<file path="config.mk">
export PLATFORM = sky130hd
export DESIGN_NAME = mul4_seq_flat
export DESIGN_NICKNAME = d
export VERILOG_FILES = /design/src/rtl/mul4_seq_if.sv /design/src/rtl/mul4_seq.sv /design/src/flat_wrapper.sv
export SDC_FILE = /design/constraint.sdc
export NUM_CORES = 1
export LEC_CHECK = 0
export CORE_MARGIN = 2
export CORE_UTILIZATION = 50
export DETAILED_ROUTE_END_ITERATION = 8
export PLACE_DENSITY = 0.84
export REMOVE_ABC_BUFFERS = 1
export SLEW_MARGIN = 20
export SYNTH_ARGS = -nofsm -noshare
export SYNTH_HDL_FRONTEND = slang
export SYNTH_SLANG_ARGS = --single-unit
</file>
<file path="constraint.sdc">
create_clock -name clk -period 3.45 [get_ports clk]
set_input_delay 0.345 -clock clk [delete_from_list [all_inputs] [get_ports clk]]
set_output_delay 0.345 -clock clk [all_outputs]
set_load 0.005 [all_outputs]
</file>
<file path="src/rtl/mul4_seq_if.sv">
// Start/busy/done handshake bundle between a requester and the mul4_seq multiplier.
interface mul4_seq_if #(
    parameter int N = 4
);
    logic           start;
    logic [N-1:0]   a;
    logic [N-1:0]   b;
    logic           busy;
    logic           done;
    logic [2*N-1:0] product;

    modport master (output start, a, b, input busy, done, product);
    modport slave  (input start, a, b, output busy, done, product);
endinterface

</file>
<file path="src/rtl/mul4_seq.sv">
// Sequential shift-and-add unsigned multiplier; borrows an external combinational
// ALU for the add step and returns a 2N-bit product after 2N+1 cycles.
module mul4_seq #(
    parameter int         N      = 4,
    parameter logic [2:0] OP_ADD = 3'b100
) (
    input  logic         clk,
    input  logic         reset,
    mul4_seq_if.slave    bus,
    output logic [N-1:0] alu_a,
    output logic [N-1:0] alu_b,
    output logic [2:0]   alu_op,
    input  logic [N-1:0] alu_result,
    input  logic         alu_co
);
    localparam int CW = $clog2(N + 1);

    typedef enum logic [1:0] {IDLE, ADD, SHIFT, DONE} state_t;

    state_t         state;
    logic [N-1:0]   acc;
    logic [N-1:0]   mq;
    logic [N-1:0]   mcand;
    logic           carry;
    logic [CW-1:0]  count;

    assign alu_a  = acc;
    assign alu_b  = mcand;
    assign alu_op = OP_ADD;

    always_ff @(posedge clk) begin
        if (reset) begin
            state       <= IDLE;
            acc         <= '0;
            mq          <= '0;
            mcand       <= '0;
            carry       <= 1'b0;
            count       <= '0;
            bus.product <= '0;
            bus.busy    <= 1'b0;
            bus.done    <= 1'b0;
        end else begin
            case (state)
                IDLE, DONE: begin
                    bus.done <= 1'b0;
                    if (bus.start) begin
                        mcand    <= bus.a;
                        mq       <= bus.b;
                        acc      <= '0;
                        carry    <= 1'b0;
                        count    <= '0;
                        state    <= ADD;
                        bus.busy <= 1'b1;
                    end else begin
                        state    <= IDLE;
                        bus.busy <= 1'b0;
                    end
                end
                ADD: begin
                    if (mq[0]) begin
                        acc   <= alu_result;
                        carry <= alu_co;
                    end else begin
                        carry <= 1'b0;
                    end
                    state <= SHIFT;
                end
                SHIFT: begin
                    // {carry,acc,mq} shifted right by one as a single 2N+1-bit word
                    carry <= 1'b0;
                    acc   <= {carry, acc[N-1:1]};
                    mq    <= {acc[0], mq[N-1:1]};
                    count <= count + 1'b1;
                    if (count == CW'(N - 1)) begin
                        bus.product <= {carry, acc, mq[N-1:1]};
                        state       <= DONE;
                        bus.busy    <= 1'b0;
                        bus.done    <= 1'b1;
                    end else begin
                        state <= ADD;
                    end
                end
                default: begin
                    state    <= IDLE;
                    bus.busy <= 1'b0;
                    bus.done <= 1'b0;
                end
            endcase
        end
    end
endmodule

</file>
<file path="src/flat_wrapper.sv">
// flat-port wrapper written by rule: the top's interface ports become plain ports
module mul4_seq_flat 
#(
    parameter int         N      = 4,
    parameter logic [2:0] OP_ADD = 3'b100
)
  (clk, reset, alu_a, alu_b, alu_op, alu_result, alu_co, bus_start, bus_a, bus_b, bus_busy, bus_done, bus_product);
  mul4_seq_if #(.N(N)) bus_i ();
  input  logic clk;
  input  logic reset;
  output logic [N-1:0] alu_a;
  output logic [N-1:0] alu_b;
  output logic [2:0] alu_op;
  input  logic [N-1:0] alu_result;
  input  logic alu_co;
  input wire logic [$bits(bus_i.start)-1:0] bus_start;
  input wire logic [$bits(bus_i.a)-1:0] bus_a;
  input wire logic [$bits(bus_i.b)-1:0] bus_b;
  output wire logic [$bits(bus_i.busy)-1:0] bus_busy;
  output wire logic [$bits(bus_i.done)-1:0] bus_done;
  output wire logic [$bits(bus_i.product)-1:0] bus_product;
  assign bus_i.start = bus_start;
  assign bus_i.a = bus_a;
  assign bus_i.b = bus_b;
  assign bus_busy = bus_i.busy;
  assign bus_done = bus_i.done;
  assign bus_product = bus_i.product;
  mul4_seq #(.N(N), .OP_ADD(OP_ADD)) u_core (.clk(clk), .reset(reset), .bus(bus_i), .alu_a(alu_a), .alu_b(alu_b), .alu_op(alu_op), .alu_result(alu_result), .alu_co(alu_co));
endmodule
</file>
# Word level (Yosys, flattened, before mapping)
# Index checks and enable logic that the tools add are counted.
classes:
  n_addsub: 1
  n_eq_ne: 7
  n_mux: 18
  n_reduce_logical: 8
op_table:
  columns: ["op", "count"]
  rows:
  - ["$mux W4", 3]
  - ["$pmux W4 S3", 1]
  - ["$reduce_and A2 Y1", 5]
  - ["$pmux W4 S2", 1]
  - ["$mux W1", 6]
  - ["$pmux W2 S3", 1]
  - ["$pmux W3 S2", 1]
  - ["$eq A2 B2 Y1 const B", 2]
  - ["$ne A2 B1 Y1 const B", 2]
  - ["$pmux W1 S2", 2]
  - ["$add A3 B1 Y3 const B", 1]
  - ["$eq A3 B2 Y1 const B", 1]
  - ["$mux W3", 1]
  - ["$pmux W1 S3", 1]
  - ["$eq A2 B1 Y1 const B", 1]
  - ["$logic_not A2 Y1", 1]
  - ["$mux W2", 1]
  - ["$ne A2 B2 Y1 const B", 1]
  - ["$reduce_bool A2 Y1", 1]
  - ["$reduce_or A2 Y1", 1]
totals:
  regBits: 28
  output_inout_bits: 21

# Longest topological paths before layout
# Gate-level depths: netlist of the first run.
logic_depth:
  depth_word: 4
  mapped_depth: 7

# Worst setup path before layout of the first run
# OpenSTA, ideal clock, no wires.
synth_timing:
  path_type: "register to register"
  start: "register u_core.state[0]"
  end: "register u_core.acc[3], in the netlist u_core.alu_a[3]"
  arrival_time_ps: 1334
  required_time_ps: 3380
  slack_ps: 2045
  stages_incl_launch_ff: 6
  period_less_slack_ps: 1405
  path_cell_list: "dfxtp_1 -> inv_1 -> ha_1 -> buf_6 -> or3_1 -> a21oi_1"
synth_via:
  elab_chain_cells: 4
synth_lines:
  columns: ["item", "line", "rtl"]
  rows:
  - ["start: declaration", "mul4_seq.sv:20", "state_t state;"]
  - ["start signal: assignment", "mul4_seq.sv:33", "state <= IDLE;"]
  - ["start signal: assignment", "mul4_seq.sv:52", "state <= ADD;"]
  - ["start signal: assignment", "mul4_seq.sv:55", "state <= IDLE;"]
  - ["$eq A2 B2 Y1 / $logic_not A2 Y1 (equally long branches)", "mul4_seq.sv:43", "case (state)"]
  - ["$reduce_or A2 Y1", "mul4_seq.sv:43", null]
  - ["$ne A2 B2 Y1 (no line)", null, null]
  - ["$reduce_and A2 Y1 (no line)", null, null]
  - ["end signal: assignment", "mul4_seq.sv:61", "acc <= alu_result;"]
  - ["end signal: assignment", "mul4_seq.sv:71", "acc <= {carry, acc[N-1:1]};"]
  - ["end: declaration", "mul4_seq.sv:21", "logic [N-1:0] acc;"]
# Several ways; a longest one is shown, not always the timed one.
# A chain may end at the register's enable or synchronous reset.

# Worst setup path after layout of the first run
layout_timing:
  start: "register u_core.state[0]"
  end: "register u_core.acc[1], in the netlist u_core.alu_a[1]"
# Same word-level chain as after synthesis.

==> results of run 1 <==
## Yosys cell counts
library cell  number
mux2i_1            5
o22a_1             1
nor3_1             1
or2b_1             1
dfxtp_1           28
a32oi_1            2
o21ai_0            5
mux2i_2            1
nor2b_4            1
mux2_4             1
clkbuf_1           2
a211oi_2           4
ha_1               5
conb_1             2
inv_1              5
nor2_2             4
or3_1              4
nand4_1            1
nor2b_1            1
buf_2              5
nor2_1             4
buf_4              3
nand2_1           18
nand3b_1           1
a22oi_1            4
buf_6              2
a21oi_1           20
nand3_1           12
## final cells by class
cell class                 count  area [um2]
clock buffer                   4       36.28
fill                         215       848.3
inverter                       5       18.77
multi-input combinational     99       623.1
sequential                    28       560.5
tap                           30       37.54
timing repair buffer          33       330.3
## worst min-delay path, stage by stage, from the launching register on
cell and delay, ns:
dfxtp_1 0.33, nand2_1 0.05, a21oi_1 0.05
## state kept, by name, indices dropped and copies added, names as in the netlist
signal / flops
u_core.bus.product: 8
u_core.alu_a: 4
u_core.alu_b: 4
u_core.mq: 4
u_core.count: 3
u_core.state: 2
u_core.bus.busy: 1
u_core.bus.done: 1
u_core.carry: 1
## cell families after synthesis
| kind of cell | Yosys count | synth area share |
|---|---|---|
| AND/OR/NAND/NOR | 48 | 0.1872 |
| AO/OA/AOI/OAI | 36 | 0.1814 |
| flip-flops | 28 | 0.4392 |
| buffers and inverters | 17 | 0.07549 |
| multiplexers | 7 | 0.06176 |
| adder cells (fa/ha/maj) | 5 | 0.04902 |
| other | 2 | 0.005885 |
## per-layer routing
layer	vias up	global-route usage	share of wire
li1	541	-	-
met1	500	0.2136	0.43
met2	38	0.3554	0.52
met3	2	0.02459	0.050
met4	0	0.05833	0.0051
met5	-	0	0
## stage by stage
| stage | cell area [um2] | hold slack [ns] | cells |
|---|---|---|---|
| 2_1_floorplan | 1202 | 0.4096 | 132 |
| 3_3_place_gp | 1570 | 0.4432 | 195 |
| 3_5_place_dp | 1570 | 0.4490 | 195 |
| 4_1_cts | 1607 | 0.4679 | 199 |
| 5_1_grt | 1607 | 0.4927 | 199 |
| 6_report | 1607 | 0.4655 | 199 |
## power groups by stage
| stage | Clock [mW] | Sequential (mW) | Combinational (mW) |
|---|---|---|---|
| finish | 0.156 | 0.341 | 0.0783 |
| global route | 0.167 | 0.343 | 0.0864 |
| CTS | 0.159 | 0.341 | 0.0782 |
| detailed placement | 0 | 0.348 | 0.0779 |
| global placement | 0 | 0.348 | 0.0758 |
| floorplan | 0 | 0.347 | 0.0387 |
## final timing paths
| path | from | endpoint |
|---|---|---|
| worst max-delay path | u_core.state[0] | u_core.alu_a[1] |
| worst min-delay path | u_core.bus.product[7] | u_core.bus.product[7] |
| worst max register to register | u_core.state[0] | u_core.alu_a[1] |
| worst min register to register | u_core.bus.product[7] | u_core.bus.product[7] |
==> impl_results.md, run 1 <==
- Ant. Diodes: 0
- Remaining global-route overflow: 0
- Switching power: 0.1363 mW
- Slowest cell on crit path: ha_1
- Synth area leaders: dfxtp_1, a21oi_1, nand2_1
- Comb power frac: 0.136
- FF-to-FF setup slack: 1.62 ns
- GPL Wtd Cong: 0.7706
- Die height: 54.52 um
- Sw frac: 0.2370
- Drt pass-1 iters: 4
- CTS Buf Count: 3
- Initial core utilization: 0.5199
- CTS root buf: clkbuf_4
- Syn-to-layout area delta: 25.88%
- Tot Pwr: 0.5752 mW
- Pwr Density: 358.1 nW/um2
- Cts hold-fix bufs: 0
- CTS H-Tree Depth: 1
- Final #Nets: 191
- Max Cap Viol: 0
- Die Width: 54.52 um
- Max IR drop VDD: 0.0002624 V
- Routed via count: 1081
- Final count of pins violating max slew: 0
- CP Class: reg -> reg
- Worst slew margin: 0.2944
- CTS clk-pin slew, worst paths: 0.14 ns
- # IOs: 37
- Initial antenna violation count: 0
- Arr. time, crit path: 2.07 ns
- Outcome: complete, no violations
- Final setup viols: 0
- Min-Delay Path Class: reg -> reg
- CP Buf/Inv Count: 1
- DRT iter0 DRCs: 13
- Fin crit share: 0.5305
- Vias in the first global route: 1012
- Leak pwr: 0.5625 nW
- Max Clock Skew: 0.0005500 ns
- Most frequent cells in the layout: clkdlybuf4s50_1, dfxtp_1, a21oi_1, nand2_1, nand3_1
- Mean post-synth cell area: 8.925 um2
- Core Region: 2455 um2
- Routed length per instance: 12.87 um
- Port Buffers: 33
- Peak per-stage delay on the critical path: 0.61 ns
- Sink Count: 28
- Final worst-path setup slack: 1.620 ns
- Post-synthesis sequential area ratio: 0.4392
- Via density: 5.432
- Leading cell type in the layout, fill and taps excluded: clkdlybuf4s50_1
- Mapped cell area: 1276 um2
- Reg2reg path depth: 5
- Pre-CTS setup slack: 1.634 ns
- Crit path capture type: register
- Layout cells sized above 1: 0.08876
- F_max: 0.5464 GHz
- Final hold violations: 0
- Cell internal pwr: 0.4389 mW
- Resized cells post-CTS: 0
- Setup crit start kind: register
- Pin count of the biggest net entering global routing: 29
- Worst EP required: 3.69 ns
- Number of post-CTS setup repair buffers: 0
- First-pass GRT wire length: 4071 um
- Yosys warns: 0
- Clock latency on the worst-skew pair: 0.32 ns
- Critical Path Fanout Max: 16
- Final WL: 2561 um
- RSZ-0062 raised after global routing: false
- Layout Utilization: 0.6544
- Die ar.: 2972 um2
- Clk pwr share: 0.271
- Final worst path period need: 1.830 ns
- Top-area cell type share of the netlist area: 0.4392
- CTS tree: done
- Final ANT Viol Nets: 0
- Worst-path cell chain: inv_1 -> ha_1 -> nor2b_1 -> o21ai_0 -> a21oi_1
- Critical path's top delay family: adder cells
- Syn Inst Count: 143
- Seq cells post-synth: 28
- Cell variety after synth: 28
- Hold path depth: 2
- Site row count: 18
- Share of power burned in registers: 0.593
- Cell taking the most area after synthesis: dfxtp_1
- CTS max path bufs: 2
- All-Layer GR Usage: 0.1871
- Setup TNS: 0 ns
- Dpl hpwl: 1889 um
- Cell count along the critical path: 5
- Drc violations: 0
- Least-Margin Pin Slew: 1.055 ns
Note: power is estimated with default switching activity, not from simulation.
==> run 2, diff against run 1 <==
CORE_UTILIZATION = 46   (was 50)
PLACE_DENSITY = 0.78   (was 0.84)
clock period = 1.9 ns   (was 3.45 ns; I/O delays follow)
==> impl_results.md, run 2 (synthesis results as in run 1) <==
- Pwr Density: 613.5 nW/um2
- FF/Latch Area: 560.5 um2
- GPL Wtd Cong: 0.8214
- Number of flip-flops under the largest register name: 8
- Area of the multi-input gates: 623.1 um2
- Min-Delay Path Class: in -> reg
- Die Width: 56.67 um
- Final ANT Viol Nets: 0
- Hold path depth: 3
- Port Buffers: 33
- Layout fillers: 257
- Routed length per instance: 13.46 um
- Dpl cells: 201
- Worst r2r dst: u_core.count[0]
- Layout Utilization: 0.6074
- Final setup viols: 0
- F_max: 0.6078 GHz
- Clk pwr share: 0.234
- Ant. Diodes: 0
- Final count of pins violating max slew: 0
- Setup crit start kind: register
- Final WL: 2745 um
- Arr. time, crit path: 1.90 ns
- Max Cap Viol: 0
- Final hold violations: 0
- Final worst path period need: 1.645 ns
- Syn-to-layout area delta: 27.84%
- Fin crit share: 0.8660
- Critical Path Fanout Max: 9
- Worst EP required: 2.15 ns
- Remaining global-route overflow: 0
- CP Class: reg -> reg
- CTS max path bufs: 2
- # IOs: 37
- RSZ-0062 raised after global routing: false
- Routed via count: 1091
- CP startpoint: u_core.state[0]
- Leading cell type in the layout, fill and taps excluded: clkdlybuf4s50_1
- Cts hold-fix bufs: 0
- Via density: 5.348
- Final #Nets: 196
- Pin count of the biggest net entering global routing: 29
- CTS tree: done
- DRT iter0 DRCs: 19
- Number of post-CTS setup repair buffers: 0
- Switching power: 0.2436 mW
- Most frequent cells in the layout: clkdlybuf4s50_1, dfxtp_1, a21oi_1, nand2_1, nand3_1
- Initial antenna violation count: 0
- Share of power burned in registers: 0.619
- Max IR drop VDD: 0.0004499 V
- Layout cells sized above 1: 0.1098
- Crit path capture type: register
- CTS clk-pin slew, worst paths: 0.14 ns
- Worst Setup EP: u_core.count[0]
- FF-to-FF setup slack: 0.25 ns
- Leak pwr: 0.5809 nW
- Post-DP Area: 1609 um2
- All-Layer GR Usage: 0.1838
- Drc violations: 0
- Comb power frac: 0.147
- Reg2reg path depth: 6
- Vias in the first global route: 1061
- Reg2Reg Launch Point: u_core.state[0]
- Initial core utilization: 0.4751
- CTS H-Tree Depth: 1
- Max Clock Skew: 0.004945 ns
- Core Region: 2686 um2
- Fin area: 1632 um2
- Resized cells post-CTS: 0
- Drt pass-1 iters: 4
- Clock latency on the worst-skew pair: 0.32 ns
- Largest reg by FF count: u_core.bus.product
- First-pass GRT wire length: 4705 um
- Setup TNS: 0 ns
- Site row count: 19
- CTS root buf: clkbuf_4
- CTS Buf Count: 3
- Cell internal pwr: 0.7573 mW
- Sw frac: 0.2434
- Final worst-path setup slack: 0.2547 ns
- Layout Cells excl Fill: 204
- Sink Count: 28
- Die ar.: 3211 um2
- Outcome: complete, no violations
- Die height: 56.67 um
- Dpl hpwl: 2116 um
- Pre-CTS setup slack: 0.2682 ns
[run 2: layer usage]
layer,part of all wire,global-route usage,vias up
met3,0.052,0.02765,0
met1,0.44,0.2140,509
met4,0,0.05102,0
met5,0,0,-
met2,0.51,0.3439,33
li1,-,-,549
[run 2: critical path, stage by stage, from the launching register on]
cell and delay (ns):
dfxtp_1 0.36, inv_1 0.06, ha_1 0.42, buf_4 0.21, mux2i_2 0.30, nand2_1 0.08
a21oi_1 0.14
[run 2: stage by stage]
step	total power, mW	hold WS (ns)
3_3_place_gp	0.7733	0.4414
6_report	1.001	0.4248
5_1_grt	1.045	0.4292
3_5_place_dp	0.7792	0.4540
4_1_cts	1.009	0.4159
2_1_floorplan	0.7003	0.2546
[run 2: how the worst min path moves through the flow]
stage / startpoint / to / slack, ns
5_1_grt: bus_a[1] / u_core.alu_b[1] / 0.43
2_1_floorplan: reset / u_core.mq[0] / 0.25
4_1_cts: bus_a[0] / u_core.alu_b[0] / 0.42
3_5_place_dp: u_core.bus.product[2] / u_core.bus.product[2] / 0.45
3_3_place_gp: u_core.bus.product[4] / u_core.bus.product[4] / 0.44
6_report: bus_a[0] / u_core.alu_b[0] / 0.42
[run 2: area by class of cell]
class | count | share of cell area
tap | 31 | 0.02377
multi-input combinational | 99 | 0.3819
clock buffer | 3 | 0.01380
inverter | 5 | 0.01150
sequential | 28 | 0.3436
timing repair buffer | 38 | 0.2255
[run 2: power groups by stage]
stage | registers (mW) | logic [mW] | clock network, mW
after global placement | 0.631 | 0.142 | 0
after detailed placement | 0.632 | 0.147 | 0
final | 0.619 | 0.147 | 0.234
after CTS | 0.619 | 0.148 | 0.242
after floorplan | 0.630 | 0.0703 | 0
after global routing | 0.622 | 0.161 | 0.262
==> run 3, diff against run 2 <==
--- a/config.mk
+++ b/config.mk
@@ -10,2 +10,3 @@
 export DETAILED_ROUTE_END_ITERATION = 8
+export GPL_ROUTABILITY_DRIVEN = 0
 export PLACE_DENSITY = 0.78
--- a/constraint.sdc
+++ b/constraint.sdc
@@ -3,2 +3,2 @@
 set_output_delay 0.19 -clock clk [all_outputs]
-set_load 0.005 [all_outputs]
+set_load 0.05 [all_outputs]
==> results of run 3 <==
Same layout as run 2 (identical final DEF). Status: complete, no violations.
Main changes from that run: setup slack after layout 0.2547 ns -> 0.1622 ns; start point of the critical path u_core.state[0] -> u_core.alu_a[2]; end point of the critical path u_core.count[0] -> alu_a[2]; total power 1.001 mW -> 1.039 mW; worst IR drop on VDD 0.0004499 V -> 0.0004564 V
